$ cat src/rtl/riscv_pkg.sv
// Shared definitions for the instruction fetch path: widths, reset address,
// the NOP encoding, the request-tracking state encoding and the buffer entry.
package riscv_pkg;

    localparam int XLEN = 32;

    localparam logic [XLEN-1:0] RESET_PC_DEFAULT = 32'h0000_0000;
    localparam logic [XLEN-1:0] INSTR_NOP        = 32'h0000_0013;

    // Request tracking: nothing in flight, one live request, one killed request
    typedef enum logic [1:0] {
        FETCH_IDLE      = 2'd0,
        FETCH_WAIT      = 2'd1,
        FETCH_WAIT_KILL = 2'd2
    } fetch_state_e;

    typedef struct packed {
        logic [XLEN-1:0] addr;
        logic [XLEN-1:0] instr;
    } fetch_entry_t;

    // Force an address onto a word boundary
    function automatic logic [XLEN-1:0] word_align(input logic [XLEN-1:0] a);
        return a & ~32'h0000_0003;
    endfunction

endpackage

$ cat src/rtl/fetch_fifo.sv
// Two-entry instruction buffer holding {addr, instr}. Flush wins over push;
// a push into a full buffer is accepted only when a pop happens alongside it.
module fetch_fifo
    import riscv_pkg::*;
(
    input  logic         clk,
    input  logic         rst_n,
    input  logic         push,
    input  logic         pop,
    input  logic         flush,
    input  fetch_entry_t push_data,
    output fetch_entry_t head,
    output logic         full,
    output logic         empty,
    output logic [1:0]   count
);

    fetch_entry_t mem_q [2];
    logic         rd_ptr_q, rd_ptr_d;
    logic         wr_ptr_q, wr_ptr_d;
    logic [1:0]   count_q, count_d;
    logic         do_push, do_pop;

    // Next pointers and occupancy from the accepted push/pop and flush
    always_comb begin
        do_pop   = pop && (count_q != 2'd0);
        do_push  = push && ((count_q != 2'd2) || do_pop);
        rd_ptr_d = rd_ptr_q;
        wr_ptr_d = wr_ptr_q;
        count_d  = count_q;
        if (flush) begin
            rd_ptr_d = 1'b0;
            wr_ptr_d = 1'b0;
            count_d  = 2'd0;
        end else begin
            if (do_pop)  rd_ptr_d = ~rd_ptr_q;
            if (do_push) wr_ptr_d = ~wr_ptr_q;
            count_d = count_q + {1'b0, do_push} - {1'b0, do_pop};
        end
    end

    // Pointer and occupancy state
    always_ff @(posedge clk or negedge rst_n) begin
        if (!rst_n) begin
            rd_ptr_q <= 1'b0;
            wr_ptr_q <= 1'b0;
            count_q  <= 2'd0;
        end else begin
            rd_ptr_q <= rd_ptr_d;
            wr_ptr_q <= wr_ptr_d;
            count_q  <= count_d;
        end
    end

    // Entry storage; contents are only meaningful while counted as occupied
    always_ff @(posedge clk) begin
        if (do_push && !flush) begin
            mem_q[wr_ptr_q] <= push_data;
        end
    end

    assign head  = mem_q[rd_ptr_q];
    assign full  = (count_q == 2'd2);
    assign empty = (count_q == 2'd0);
    assign count = count_q;

endmodule

$ cat src/rtl/fetch_unit.sv
// Instruction fetch front end: issues one word request at a time, buffers up to
// two returned instructions, and on a taken redirect flushes the buffer, drops
// any in-flight response and restarts fetching at the target.
module fetch_unit
    import riscv_pkg::*;
#(
    parameter logic [XLEN-1:0] RESET_PC = RESET_PC_DEFAULT
) (
    input  logic            clk,
    input  logic            rst_n,
    output logic            imem_req,
    output logic [XLEN-1:0] imem_addr,
    input  logic            imem_gnt,
    input  logic            imem_rvalid,
    input  logic [XLEN-1:0] imem_rdata,
    output logic [XLEN-1:0] Instr,
    output logic [XLEN-1:0] PC,
    output logic [XLEN-1:0] PCPlus4,
    output logic            instr_valid,
    input  logic            instr_ready,
    input  logic            PCSrc,
    input  logic [XLEN-1:0] PCTarget
);

    fetch_state_e    state_q, state_d;
    logic [XLEN-1:0] fetch_pc_q, fetch_pc_d;
    logic [XLEN-1:0] req_addr_q, req_addr_d;
    logic            run_q;

    logic            transfer, redirect, gnt_fire, live_rsp, outstanding;
    logic [1:0]      slots_used;
    logic            fifo_push;
    fetch_entry_t    fifo_in, fifo_head;
    logic            fifo_full, fifo_empty;
    logic [1:0]      fifo_count;

    fetch_fifo u_fifo (
        .clk       (clk),
        .rst_n     (rst_n),
        .push      (fifo_push),
        .pop       (transfer),
        .flush     (redirect),
        .push_data (fifo_in),
        .head      (fifo_head),
        .full      (fifo_full),
        .empty     (fifo_empty),
        .count     (fifo_count)
    );

    // Handshake decode; only one request may be in flight, and a live
    // response arriving together with a redirect is thrown away
    always_comb begin
        outstanding = (state_q != FETCH_IDLE);
        slots_used  = fifo_count + {1'b0, outstanding};
        imem_req    = run_q && !outstanding && (slots_used < 2'd2);
        transfer    = instr_valid && instr_ready;
        redirect    = transfer && PCSrc;
        gnt_fire    = imem_req && imem_gnt;
        live_rsp    = (state_q == FETCH_WAIT) && imem_rvalid;
        fifo_push   = live_rsp && !redirect && (!fifo_full || transfer);
        fifo_in     = '{addr: req_addr_q, instr: imem_rdata};
    end

    // Next fetch address, in-flight address and request-tracking state
    always_comb begin
        fetch_pc_d = fetch_pc_q;
        req_addr_d = req_addr_q;
        state_d    = state_q;
        if (gnt_fire) begin
            req_addr_d = fetch_pc_q;
            fetch_pc_d = fetch_pc_q + 32'd4;
        end
        if (redirect) begin
            fetch_pc_d = word_align(PCTarget);
        end
        case (state_q)
            FETCH_IDLE: begin
                if (gnt_fire) state_d = redirect ? FETCH_WAIT_KILL : FETCH_WAIT;
            end
            FETCH_WAIT: begin
                if (imem_rvalid) begin
                    if (gnt_fire) state_d = redirect ? FETCH_WAIT_KILL : FETCH_WAIT;
                    else          state_d = FETCH_IDLE;
                end else if (redirect) begin
                    state_d = FETCH_WAIT_KILL;
                end
            end
            FETCH_WAIT_KILL: begin
                if (imem_rvalid) state_d = FETCH_IDLE;
            end
            default: state_d = FETCH_IDLE;
        endcase
    end

    // Request FSM and fetch address registers; run_q holds requests off
    // until the first clock edge after reset is released
    always_ff @(posedge clk or negedge rst_n) begin
        if (!rst_n) begin
            state_q    <= FETCH_IDLE;
            fetch_pc_q <= word_align(RESET_PC);
            req_addr_q <= word_align(RESET_PC);
            run_q      <= 1'b0;
        end else begin
            state_q    <= state_d;
            fetch_pc_q <= fetch_pc_d;
            req_addr_q <= req_addr_d;
            run_q      <= 1'b1;
        end
    end

    // Consumer view: buffer head, or NOP at the next address to be delivered
    always_comb begin
        instr_valid = !fifo_empty;
        imem_addr   = fetch_pc_q;
        if (instr_valid) begin
            Instr = fifo_head.instr;
            PC    = fifo_head.addr;
        end else begin
            Instr = INSTR_NOP;
            PC    = (state_q == FETCH_WAIT) ? req_addr_q : fetch_pc_q;
        end
        PCPlus4 = PC + 32'd4;
    end

endmodule

$ cat config.mk
export PLATFORM = sky130hd
export DESIGN_NAME = fetch_unit
export DESIGN_NICKNAME = d
export VERILOG_FILES = /design/src/rtl/riscv_pkg.sv /design/src/rtl/fetch_fifo.sv /design/src/rtl/fetch_unit.sv
export SDC_FILE = /design/constraint.sdc
export NUM_CORES = 1
export LEC_CHECK = 0
export CORE_MARGIN = 3
export CORE_UTILIZATION = 45
export CTS_CLUSTER_DIAMETER = 40
export DETAILED_ROUTE_END_ITERATION = 16
export PLACE_DENSITY = 0.72
export SLEW_MARGIN = 40
export SYNTH_ARGS = -nofsm -noshare
export SYNTH_HDL_FRONTEND = slang
export SYNTH_SLANG_ARGS = --single-unit
$ cat constraint.sdc
create_clock -name clk -period 6.1 [get_ports clk]
set_input_delay 1.22 -clock clk [delete_from_list [all_inputs] [get_ports clk]]
set_output_delay 1.22 -clock clk [all_outputs]
set_load 0.03 [all_outputs]
==> flow_summary_export.csv, run 1 <==
group,metric,value,unit
layout,fillerInstances,1563,
logic_synthesis,async_reset_ff_frac,0.351,
sta,slew_violations,0,
sta,hold_viol,0,
clocking,clockRootBuffer,"clkbuf_16",
clocking,cts_setup_buffers,0,
die,die_w,148,um
routing,antenna_left,0,
power,peakVddDrop,0.289,mV
setup_path,cpPeakStageDelay,0.70,ns
setup_path,path_cells,"nor2_4, buf_4, buf_4, o21ai_1, nor4b_2, nor3b_4, nand3_1, xnor2_1, clkdlybuf4s50_1",
run,drv_cap,0,
die,die_h,148,um
die,core_area,0.0197,sq mm
setup_path,cp-startpoint,"u_fifo.count[1]",
routing,drt_pre_antenna_iters,5,
placed_design,portBuffers,191,
layout,drive_above_1_share,0.109,
sta,rsz0062_at_grt,"false",
logic_synthesis,synth-seq-area-share,0.592,
setup_path,cp-start-kind,"flop",
clocking,cts-resized-gates,0,
sta,fmax,190,MHz
setup_path,worstPathMaxFanout,67,
setup_path,cpMostUsedCell,"buf_4",
routing,vias,6397,
logic_synthesis,synth-seq-cells,191,
layout,n_antenna_cell,0,
logic_synthesis,avgSynthCellArea,11.8,sq um
logic_synthesis,synth_edf_count,124,
setup_path,crit_path_top_delay_cell,"clkdlybuf4s50_1",
hold_path,hp-class,"flop to flop",
setup_path,path_class,"flop to primary output",
clocking,cts_sinks,191,
hold_path,hp-start,"req_addr_q[15]",
logic_synthesis,synthCells,771,
power,p_per_area,599,mW/mm^2
clocking,htreeDepth,4,
routing,dr.first_iter.drc_count,495,
layout,nNetsFinal,1024,
clocking,insertion_delay,0.44,ns
sta,max-slew-margin-rel,0.497,
outcome,status,"finished clean",
die,ios,200,
global_route,grt_pass1_vias,6210,
placed_design,hpwl,15.4,mm
die,die_area,0.0220,sq mm
clocking,numCtsBuffers,17,
clocking,cts_tree,"built",
clocking,cts-hold-fix-buffers,0,
global_route,antenna_found_initial,0,
logic_synthesis,netlist_area,0.00913,sq mm
die,initial_core_util,0.463,
setup_path,endpoint_kind,"primary output",
clocking,path_clk_slew,0.07,ns
sta,final-setup-viol-count,0,
routing,avgViaCountPerCell,5.21,
setup_path,crit_required,4.88,ns
routing,drt-total-wl,22.4,mm
layout,synthToLayoutAreaGrowth,30.3,%
logic_synthesis,ys_types,63,
logic_synthesis,synth_warnings,0,
sta,fin_crit,5.27,ns
setup_path,arrival,4.05,ns
sta,post-route-period-util,0.864,
layout,final_area,0.0119,sq mm
placed_design,place_area,0.0113,sq mm
routing,drc,0,
sta,skew,0.0139,ns
routing,detail_route.wl_per_cell,18.2,um
sta,fin_tns_setup,0,ns
clocking,cts_buffer_depth,2,
logic_synthesis,synthFlopType,"edfxtp_1",
global_route,grt_max_degree,68,
global_route,grt-ovfl-total,0,
placed_design,gp_congestion,0.806,
global_route,grt_usage,0.205,
global_route,grt_pass1_wl,34.9,mm
die,rows,51,
sta,worst-slew-pin-transition,0.755,ns
setup_path,r2r_start,"u_fifo.count[1]",
power,power.leakage,4.28,nW
==> state kept, by name, summed over array words and instances, names as in the netlist <==
register / count
u_fifo.mem_q: 124
imem_addr: 30
req_addr_q: 30
state_q: 2
u_fifo.count: 2
run_q: 1
u_fifo.rd_ptr_q: 1
u_fifo.wr_ptr_q: 1
==> layer usage <==
metal / global-route usage / routed length (um) / up-vias
met5: 0 / 0 / -
met4: 0.0499 / 240 / 0
met3: 0.0414 / 1070 / 17
met2: 0.336 / 11000 / 170
met1: 0.282 / 10100 / 3093
li1: - / - / 3117
==> metrics by stage <==
stage / total power (W) / cells / setup slack, ns / hold slack [ns] / util
global placement: 0.00599 / 1194 / 1.32 / 0.469 / 0.569
detailed placement: 0.00604 / 1196 / 1.28 / 0.475 / 0.572
floorplan: 0.00444 / 776 / 1.23 / 0.458 / -
finish: 0.00713 / 1228 / 0.831 / 0.494 / 0.603
global route: 0.00747 / 1228 / 0.521 / 0.509 / 0.603
CTS: 0.00717 / 1228 / 0.797 / 0.494 / 0.603
==> placed cells by master (no fill, tap or decap), types with 3 or more instances in the layout <==
cell / Yosys / layout
nor2_1: 55 / 54
buf_4: 12 / 8
o21ai_1: 7 / 7
and3_1: 8 / 7
nand4b_1: 3 / 3
clkdlybuf4s50_1: 0 / 190
dfrtp_1: 67 / 66
conb_1: 2 / 7
a21oi_1: 5 / 5
inv_8: 0 / 3
clkinv_4: 0 / 3
a32oi_1: 3 / 3
clkbuf_16: 0 / 17
a31oi_1: 27 / 27
xor2_1: 28 / 28
nand4_1: 7 / 7
nor3_1: 3 / 3
a211oi_1: 23 / 23
nor2b_1: 28 / 27
xnor2_1: 30 / 30
edfxtp_1: 124 / 124
nand2b_1: 3 / 3
clkinv_8: 0 / 4
inv_1: 6 / 6
ha_1: 4 / 4
o21ai_0: 30 / 30
mux2i_1: 38 / 38
mux2_2: 36 / 36
nand3_1: 21 / 21
nand2_1: 122 / 121
==> cells in the mapped netlist, drive strengths merged, types with 4 or more instances <==
cell type  count  area share
ha             4      0.0055
edfxtp       124        0.41
nand4          8      0.0062
buf           33       0.021
nand2b         4      0.0030
nand3         23       0.014
mux2i         38       0.042
o21ai         37       0.020
xnor2         30       0.029
nand2        122       0.050
a211oi        25       0.022
nor2          55       0.023
xor2          28       0.027
clkbuf        14      0.0058
dfrtp         67        0.18
inv            6      0.0025
a31oi         29       0.022
a21oi          5      0.0027
mux2          36       0.044
nor2b         28       0.019
nor3           4      0.0027
and3           8      0.0055
==> cell families (layout without fill, tap and decap cells) <==
group | after synthesis | after routing | synth area share
and+or+nand+nor | 279 | 279 | 0.152
DFF | 191 | 191 | 0.592
AOI/OAI and AO/OA | 109 | 109 | 0.0788
muxes | 74 | 74 | 0.0861
xor gates and xnor gates | 58 | 58 | 0.0556
buffers and inverters | 54 | 241 | 0.0300
adders and majority gates | 4 | 4 | 0.00548
other | 2 | 7 | 0.000823
==> final timing paths <==
kind                                            end  slack [ns]  cells after the start
min in group asynchronous              imem_addr[2]        0.86                      2
max in group asynchronous            req_addr_q[30]        4.73                      2
worst max-delay path                    PCPlus4[29]        0.83                      9
worst min register to register  u_fifo.mem_q[1][47]        0.49                      0
worst max register to register   u_fifo.mem_q[1][4]        3.09                      5
worst min-delay path            u_fifo.mem_q[1][47]        0.49                      0
==> report_power, final <==
group / leakage [nW] / internal [W] / switching [W] / total, W
Combinational: 2.03 / 0.00155 / 0.00234 / 0.00389
Sequential: 1.96 / 0.00171 / 0.000420 / 0.00213
Clock: 0.288 / 0.000587 / 0.000527 / 0.00111
==> critical path, delay by kind of cell (launching register included) <==
family / cells / cell delay (ns)
flip-flops: 1 / 0.46
AO/OA/AOI/OAI: 1 / 0.15
AND/OR/NAND/NOR: 4 / 1.08
buffers and inverters: 3 / 1.73
XOR/XNOR: 1 / 0.15
==> area by class of cell <==
cell class | instances | area (sq um) | share of cell area
multi-input combinational | 531 | 3500 | 0.295
clock buffer | 18 | 429 | 0.0361
inverter | 7 | 26.3 | 0.00221
sequential | 191 | 5400 | 0.454
timing repair buffer | 202 | 2020 | 0.170
tap | 265 | 332 | 0.0279
clock inverter | 14 | 179 | 0.0150
Power figures use the tool's default switching activity.
==> run 2, diff against run 1 <==
--- a/config.mk
+++ b/config.mk
@@ -5,11 +5,13 @@
 export SDC_FILE = /design/constraint.sdc
 export NUM_CORES = 1
 export LEC_CHECK = 0
+export ABC_CLOCK_PERIOD_IN_PS = 6100
 export CORE_MARGIN = 3
 export CORE_UTILIZATION = 45
 export CTS_CLUSTER_DIAMETER = 40
 export DETAILED_ROUTE_END_ITERATION = 16
 export PLACE_DENSITY = 0.72
+export SKIP_LAST_GASP = 1
 export SLEW_MARGIN = 40
 export SYNTH_ARGS = -nofsm -noshare
 export SYNTH_HDL_FRONTEND = slang
==> results of run 2 <==
The final DEF is identical to that of run 1; final timing and power are the same.
==> run 3, diff against run 2 <==
--- a/config.mk
+++ b/config.mk
@@ -6,7 +6,7 @@
 export NUM_CORES = 1
 export LEC_CHECK = 0
 export ABC_CLOCK_PERIOD_IN_PS = 6100
-export CORE_MARGIN = 3
+export CORE_MARGIN = 5
 export CORE_UTILIZATION = 45
 export CTS_CLUSTER_DIAMETER = 40
 export DETAILED_ROUTE_END_ITERATION = 16
==> run 3 against run 2 <==
  * Die area is 5.5% higher
  * Largest power group unchanged
  * Sequential share of layout area is 0.11 points lower
  * Routed wire length is 0.21% lower
  * Critical endpoint unchanged
  * Worst setup slack worse by 0.088 ns
  * Flip-flop and latch count stayed put
  * Worst hold slack better by 0.0053 ns
  * First-iteration DRC count is 0.20% higher
  * Critical path type unchanged
  * Combinational power is 1% higher
==> flow_summary_export.csv, run 3 (same netlist as run 1, synthesis figures left out) <==
group,metric,value,unit
hold_path,hp-class,"flop to flop",
sta,fin_tns_setup,0,ns
layout,final_common_cell,"clkdlybuf4s50_1",
global_route,antenna_found_initial,0,
die,die_area,0.0232,sq mm
power,power.leakage,4.30,nW
setup_path,endpoint,"PCPlus4[29]",
sta,postLayoutSetupSlackWorst,0.743,ns
clocking,cts_buffer_depth,2,
routing,dr.first_iter.drc_count,496,
global_route,grt_pass1_wl,35.4,mm
sta,hold_viol,0,
global_route,use_met3,0.0378,
placed_design,gp_congestion,0.760,
die,die_h,152,um
setup_path,path_class,"flop to primary output",
clocking,cts-hold-fix-buffers,0,
routing,drc,0,
routing,detail_route.wl_per_cell,18.1,um
global_route,grt_pass1_vias,6373,
clocking,htreeDepth,4,
outcome,status,"finished clean",
setup_path,cp-startpoint,"state_q[1]",
placed_design,portBuffers,191,
routing,drt_pre_antenna_iters,5,
routing,antenna_left,0,
layout,most-common-layout-cells,"190 x clkdlybuf4s50_1, 124 x edfxtp_1, 122 x nand2_1",
clocking,path_clk_slew,0.08,ns
global_route,grt_usage,0.191,
placed_design,hpwl,15.5,mm
die,ios,200,
sta,slew_violations,0,
global_route,busiest_layer,"met2",
layout,fillerInstances,1654,
placed_design,dp_slack,1.24,ns
setup_path,cp-start-kind,"flop",
clocking,cts_tree,"built",
routing,vias,6496,
clocking,cts_sinks,191,
clocking,numCtsBuffers,17,
power,p_per_area,599,mW/mm^2
global_route,grt_util_met1,0.265,
routing,drt-total-wl,22.3,mm
clocking,cts_setup_buffers,0,
setup_path,arrival,4.14,ns
sta,final-setup-viol-count,0,
sta,skew,0.0104,ns
sta,post-route-period-util,0.878,
run,drv_cap,0,
layout,synthToLayoutAreaGrowth,30.6,%
routing,avgViaCountPerCell,5.26,
setup_path,crit_required,4.88,ns
layout,n_antenna_cell,0,
sta,rsz0062_at_grt,"false",
die,initial_core_util,0.454,
sta,fmax,187,MHz
clocking,clockRootBuffer,"clkbuf_16",
setup_path,worstPathMaxFanout,41,
layout,largest_register,"u_fifo.mem_q",
setup_path,reg2reg_depth,6,
setup_path,r2r_start,"u_fifo.count[1]",
sta,max-slew-margin-rel,0.500,
layout,largest_reg_flops,124,
sta,worst-slew-pin-transition,0.746,ns
clocking,cts-resized-gates,0,
global_route,grt-ovfl-total,0,
setup_path,r2r-end,"u_fifo.mem_q[0][58]",
setup_path,endpoint_kind,"primary output",
layout,nNetsFinal,1027,
setup_path,r2r_setup_slack,2.95,ns
layout,drive_above_1_share,0.111,
global_route,grtUsageMet2,0.311,
sta,fin_crit,5.36,ns
die,die_w,152,um
global_route,grt_max_degree,74,
die,core_area,0.0201,sq mm
clocking,insertion_delay,0.44,ns
die,rows,52,
power,peakVddDrop,0.270,mV
==> run 3: cell count changes in the layout (fill, tap and decap cells not counted), moves of 2 or more <==
cell,before,now
buf_12,0,2
buf_4,8,10
clkinv_4,3,0
inv_6,1,6
==> run 3: through the flow <==
stage          utilization  cell area (sq um)  hold slack, ns  power, W  instances
2_1_floorplan            -               9150           0.458   0.00444        776
3_3_place_gp         0.560              11300           0.468   0.00601       1202
3_5_place_dp         0.562              11300           0.480   0.00607       1203
4_1_cts              0.592              11900           0.496   0.00718       1235
5_1_grt              0.593              11900           0.515   0.00750       1236
6_report             0.593              11900           0.499   0.00714       1236
==> run 3: metal layers <==
| metal | vias up | part of all wire |
|---|---|---|
| met5 | - | 0 |
| met4 | 0 | 0.014 |
| met3 | 22 | 0.052 |
| met2 | 214 | 0.48 |
| met1 | 3135 | 0.46 |
| li1 | 3125 | - |
==> run 3: worst min-delay path by stage <==
| stage | cells past startpoint | slack [ns] | from | to |
|---|---|---|---|---|
| 3_3_place_gp | 0 | 0.47 | req_addr_q[26] | u_fifo.mem_q[1][58] |
| 6_report | 0 | 0.50 | req_addr_q[6] | u_fifo.mem_q[1][38] |
| 5_1_grt | 0 | 0.52 | req_addr_q[29] | u_fifo.mem_q[0][61] |
| 4_1_cts | 0 | 0.50 | req_addr_q[29] | u_fifo.mem_q[0][61] |
| 2_1_floorplan | 0 | 0.46 | req_addr_q[6] | u_fifo.mem_q[0][38] |
| 3_5_place_dp | 0 | 0.48 | req_addr_q[29] | u_fifo.mem_q[0][61] |
==> run 3: power breakdown <==
group	leakage, nW	internal [W]	switching, W
Combinational	2.04	0.00156	0.00238
Clock	0.290	0.000557	0.000544
Sequential	1.96	0.00171	0.000390
Total	4.30	0.00383	0.00331
==> run 3: final cells by class <==
| cell class | count | area [sq um] | area share |
|---|---|---|---|
| Clock buffer | 17 | 425 | 0.0357 |
| Clock inverter | 15 | 175 | 0.0147 |
| Sequential cell | 191 | 5400 | 0.453 |
| Tap cell | 270 | 338 | 0.0283 |
| Inverter | 7 | 26.3 | 0.00220 |
| Timing Repair Buffer | 205 | 2060 | 0.173 |
| Multi-Input combinational cell | 531 | 3490 | 0.293 |
==> run 3: worst max-delay path: stages (launching register included) <==
cell             delay, ns
dfrtp_1               0.48
and2b_4               0.67
nand2_1               0.10
a31oi_1               0.64
nand4_1               0.33
nor3b_4               0.48
nand3_1               0.15
xnor2_1               0.15
clkdlybuf4s50_1       0.70
